===== config.mk =====
export PLATFORM = sky130hd
export DESIGN_NAME = gcd_controller
export DESIGN_NICKNAME = d
export VERILOG_FILES = /design/src/rtl/gcd_controller.sv
export SDC_FILE = /design/constraint.sdc
export NUM_CORES = 1
export LEC_CHECK = 0
export BUFFER_PORTS_ARGS = -buffer_cell sky130_fd_sc_hd__buf_2
export CAP_MARGIN = 20
export CORE_AREA = 2 2 39 41
export DETAILED_ROUTE_END_ITERATION = 8
export DIE_AREA = 0 0 41 43
export PLACE_DENSITY = 0.36
export SYNTH_ARGS = -nofsm -noshare
export SYNTH_HDL_FRONTEND = slang
export SYNTH_SLANG_ARGS = --single-unit

===== constraint.sdc =====
create_clock -name clk -period 1.6 [get_ports clk]
set_clock_uncertainty 0.05 [all_clocks]
set_input_delay 0.24 -clock clk [delete_from_list [all_inputs] [get_ports clk]]
set_output_delay 0.24 -clock clk [all_outputs]
set_load 0.1 [all_outputs]

===== src/rtl/gcd_controller.sv =====
`default_nettype none
// ============================================================================
//  Module      : gcd_controller
//  Description : Control FSM for a subtract-based GCD datapath. Loads two
//                operands from data_in, then repeatedly subtracts the smaller
//                register from the larger until the datapath reports equality,
//                and signals completion with a one-cycle done pulse.
//                Optional iteration watchdog enabled by defining the macro
//                GCD_TIMEOUT_EN.
//  Revision    : 1.0 - initial release
// ============================================================================
module gcd_controller #(
  parameter int MAX_ITER = 65535,
  parameter int ITER_W   = 16
) (
  input  logic clk,
  input  logic rst,
  input  logic start,
  input  logic lt,
  input  logic gt,
  input  logic eq,
  output logic lda,
  output logic ldb,
  output logic sel1,
  output logic sel2,
  output logic sel_in,
  output logic busy,
  output logic data_req,
  output logic done,
  output logic error
);

  typedef enum logic [2:0] {
    S_IDLE   = 3'd0,
    S_LOAD_A = 3'd1,
    S_LOAD_B = 3'd2,
    S_CALC   = 3'd3,
    S_DONE   = 3'd4
`ifdef GCD_TIMEOUT_EN
    , S_ERR  = 3'd5
`endif
  } state_t;

  state_t r_state;

  // Exactly one compare flag must be set for a subtract; anything else is
  // treated as equality so the FSM can never loop on a corrupt compare.
  logic w_one_hot;
  logic w_sub_a;
  logic w_sub_b;
  logic w_at_limit;

  assign w_one_hot = (lt & ~gt & ~eq) | (~lt & gt & ~eq) | (~lt & ~gt & eq);
  assign w_sub_a   = w_one_hot & gt;
  assign w_sub_b   = w_one_hot & lt;

`ifdef GCD_TIMEOUT_EN
  localparam logic [ITER_W-1:0] c_max_iter = ITER_W'(MAX_ITER);

  logic [ITER_W-1:0] r_iter;

  assign w_at_limit = (r_iter == c_max_iter);

  // Iteration counter: cleared while B loads, counts each subtract cycle.
  always_ff @(posedge clk) begin
    if (rst) begin
      r_iter <= '0;
    end else if (r_state == S_LOAD_B) begin
      r_iter <= '0;
    end else if (r_state == S_CALC && (w_sub_a || w_sub_b) && !w_at_limit) begin
      r_iter <= r_iter + ITER_W'(1);
    end
  end
`else
  assign w_at_limit = 1'b0;
`endif

  // State register: sequence load, subtract loop and completion.
  always_ff @(posedge clk) begin
    if (rst) begin
      r_state <= S_IDLE;
    end else begin
      case (r_state)
        S_IDLE: begin
          if (start) begin
            r_state <= S_LOAD_A;
          end
        end
        S_LOAD_A: r_state <= S_LOAD_B;
        S_LOAD_B: r_state <= S_CALC;
        S_CALC: begin
          if (!(w_sub_a || w_sub_b)) begin
            r_state <= S_DONE;
          end else if (w_at_limit) begin
`ifdef GCD_TIMEOUT_EN
            r_state <= S_ERR;
`else
            r_state <= S_CALC;
`endif
          end else begin
            r_state <= S_CALC;
          end
        end
        S_DONE: r_state <= S_IDLE;
`ifdef GCD_TIMEOUT_EN
        S_ERR:  r_state <= S_IDLE;
`endif
        default: r_state <= S_IDLE;
      endcase
    end
  end

  // Output decode from the state and live compare flags; no output latency.
  always_comb begin
    lda      = 1'b0;
    ldb      = 1'b0;
    sel1     = 1'b0;
    sel2     = 1'b0;
    sel_in   = 1'b0;
    data_req = 1'b0;
    done     = 1'b0;
    error    = 1'b0;
    busy     = (r_state != S_IDLE);
    case (r_state)
      S_LOAD_A: begin
        sel_in   = 1'b1;
        lda      = 1'b1;
        data_req = 1'b1;
      end
      S_LOAD_B: begin
        sel_in   = 1'b1;
        ldb      = 1'b1;
        data_req = 1'b1;
      end
      S_CALC: begin
        // A <- A - B
        if (w_sub_a && !w_at_limit) begin
          lda  = 1'b1;
          sel2 = 1'b1;
        end
        // B <- B - A
        if (w_sub_b && !w_at_limit) begin
          ldb  = 1'b1;
          sel1 = 1'b1;
        end
      end
      S_DONE: done = 1'b1;
`ifdef GCD_TIMEOUT_EN
      S_ERR:  error = 1'b1;
`endif
      default: ;
    endcase
  end

endmodule
`default_nettype wire

==> metrics.csv <==
stage,metric,value,unit
grt,grt_pass1_wl,917,microns
sta,hold_viol,0,
final_layout,area_delta_synth_final,109.6,%
clocking,cts_setup_buffers,0,
detailed_routing,drc,0,
placement,dp_hpwl,489.8,microns
yosys,synth-edff-count,0,
detailed_routing,wl_per_cell,10.08,microns
worst_setup_path,crit_arrival,1.25,ns
yosys,syn-cell-area,235.2,sq um
grt,overflow,0,
yosys,ys_types,20,
yosys,synthesis.nets,36,
floorplan,design.core.area,1384,sq um
worst_hold_path,hold_path_class,in2reg,
final_layout,top_regs,r_state: 3 flops,
yosys,synthFlopType,dfxtp_1,
final_layout,final_area,493.0,sq um
floorplan,die_h,43,microns
worst_setup_path,cp.required,1.31,ns
clocking,numClockSinks,3,
detailed_routing,antenna_left,0,
pwr,vdd_drop_max,0.3373,mV
placement,io_buffers,13,
final_layout,largest_reg_flops,3,
floorplan,die_x,41,microns
clocking,cts_buffers,3,
clocking,clkTransAtPathRegs,0.03,ns
grt,grt_max_degree,11,
floorplan,initial_utilization,17.00,%
final_layout,largest-register,r_state,
worst_setup_path,r2r_cells,3,
run_status,run_status,"finished, final reports clean",
final_layout,fillers,147,
clocking,htreeDepth,1,
worst_setup_path,critical_path_class,reg2out,
placement,placed_area,462.9,sq um
detailed_routing,vias_per_cell,4.390,
worst_hold_path,holdPathStages,2,
pwr,fin_total_pwr,549.0,uW
final_layout,drive_above_1_share,58.14,%
clocking,cts-resized-gates,1,
final_layout,final_cells,59,
worst_setup_path,worst-path-max-fanout,7,
pwr,powerDensity,1114,nW/um^2
sta,slew_viol_final,0,
sta,holdWs,0.1572,ns
detailed_routing,drtIter0Drc,4,
clocking,cts_hold_repair.buffers,0,
grt,antenna_found_initial,0,
clocking,cts_root_buf,clkbuf_4,
detailed_routing,dr.pass1.iters,2,
yosys,ys_seq_area_share,25.53,%
clocking,cts_tree,done,
detailed_routing,via_count,259,
yosys,synth_warnings,0,
sta,rsz0062_at_grt,no,
placement,dp.cells,55,
sta,finalCriticalPeriod,1.536,ns
yosys,syn_avg_cell_area,7.841,sq um
final_layout,diodes,0,
placement,globalplace.congestion,0.7302,
floorplan,ios,15,
worst_setup_path,worst_setup_path_end_kind,output port,
sta,post-route-period-util,96.01,%
yosys,synth_cells,30,
clocking,worst_skew_pair.late_latency,0.23,ns
sta,setup_viol,0,
floorplan,rows,14,
flow_run,max_cap_violations,0,
worst_setup_path,worstSetupStartpointType,register,
detailed_routing,drt-total-wl,595,microns
grt,grt_util_all_layers,7.916,%
sta,fmax,651.0,MHz
floorplan,die_area,1763,sq um
clocking,ctsLongestPathBuffers,2,
pwr,leakagePower,0.1984,nW
yosys,synth_seq_cells,3,
grt,grt_pass1_vias,223,
yosys,async_reset_ff_share,0,%
final_layout,nNetsFinal,50,
[layout by cell type, fill, tap and decap left out, drive strengths merged, types with 2 or more instances in the layout]
cell type and count:
buf 13, nor4 3, clkbuf 4, dfxtp 3, nand2b 2, nor2 2
and3b 2, o21ai 2
[worst paths after layout]
kind	startpoint	to	slack, ns
worst max register to register	r_state[0]$_SDFFE_PP0P_	r_state[2]$_SDFFE_PP0P_	0.63
worst max-delay path	r_state[0]$_SDFFE_PP0P_	sel1	0.06
worst min-delay path	rst	r_state[0]$_SDFFE_PP0P_	0.16
worst min register to register	r_state[1]$_SDFFE_PP0P_	r_state[0]$_SDFFE_PP0P_	0.52
[cell usage after synthesis (2+ instances only)]
| cell type | count | share of area [%] |
|---|---|---|
| nand2b_1 | 2 | 5.3 |
| o21ai_0 | 2 | 4.3 |
| nor4_1 | 3 | 8.0 |
| dfxtp_1 | 3 | 26 |
| buf_2 | 2 | 4.3 |
| nor2_1 | 2 | 3.2 |
| and3b_1 | 2 | 7.4 |
| buf_4 | 2 | 6.4 |
[stage by stage]
| step | setup TNS [ns] | setup WS (ns) | util [%] |
|---|---|---|---|
| after floorplan | -0.5677 | -0.2581 | - |
| after global placement | 0 | 0.2043 | 33.45 |
| after detailed placement | 0 | 0.1828 | 33.45 |
| after CTS | 0 | 0.04583 | 35.44 |
| after global routing | 0 | 0.01782 | 35.62 |
| final | 0 | 0.06391 | 35.62 |
[per-layer routing]
metal | global-route usage, % | routed length, microns | part of all wire, %
met1 | 9.585 | 223 | 37
met2 | 11.56 | 333 | 56
met3 | 1.571 | 27 | 4.5
met4 | 6.000 | 11 | 1.8
met5 | 0 | 0 | 0
[final cells by class]
type	count	area (sq um)	share of cell area (%)
Clock buffer	4	26.28	5.330
Sequential cell	3	66.31	13.45
Timing Repair Buffer	13	185.2	37.56
Tap cell	16	20.02	4.061
Inverter	1	3.754	0.7614
Multi-Input combinational cell	22	191.4	38.83
[power by group]
group          internal (mW)  switching (mW)  total (mW)  leakage, nW
Sequential            0.0824          0.0152      0.0976       0.0261
Clock                 0.0932          0.0361       0.129       0.0150
Combinational          0.108           0.214       0.322        0.157
Total                  0.284           0.265       0.549        0.198
[cells by family (layout without fill, tap and decap cells)]
| family | after synthesis | count (layout) | synth area share, % |
|---|---|---|---|
| simple gates | 14 | 14 | 38.30 |
| compound gates | 5 | 5 | 14.89 |
| buf+inv | 5 | 18 | 12.23 |
| flops | 3 | 3 | 25.53 |
| xor+xnor | 2 | 2 | 7.448 |
| other cells | 1 | 1 | 1.594 |
[critical path, cell delays in order, from the launching register on]
cell,delay [ns]
dfxtp_2,0.41
nand2_4,0.09
nor4_4,0.31
buf_12,0.21
Note: power is estimated with default switching activity, not from simulation.
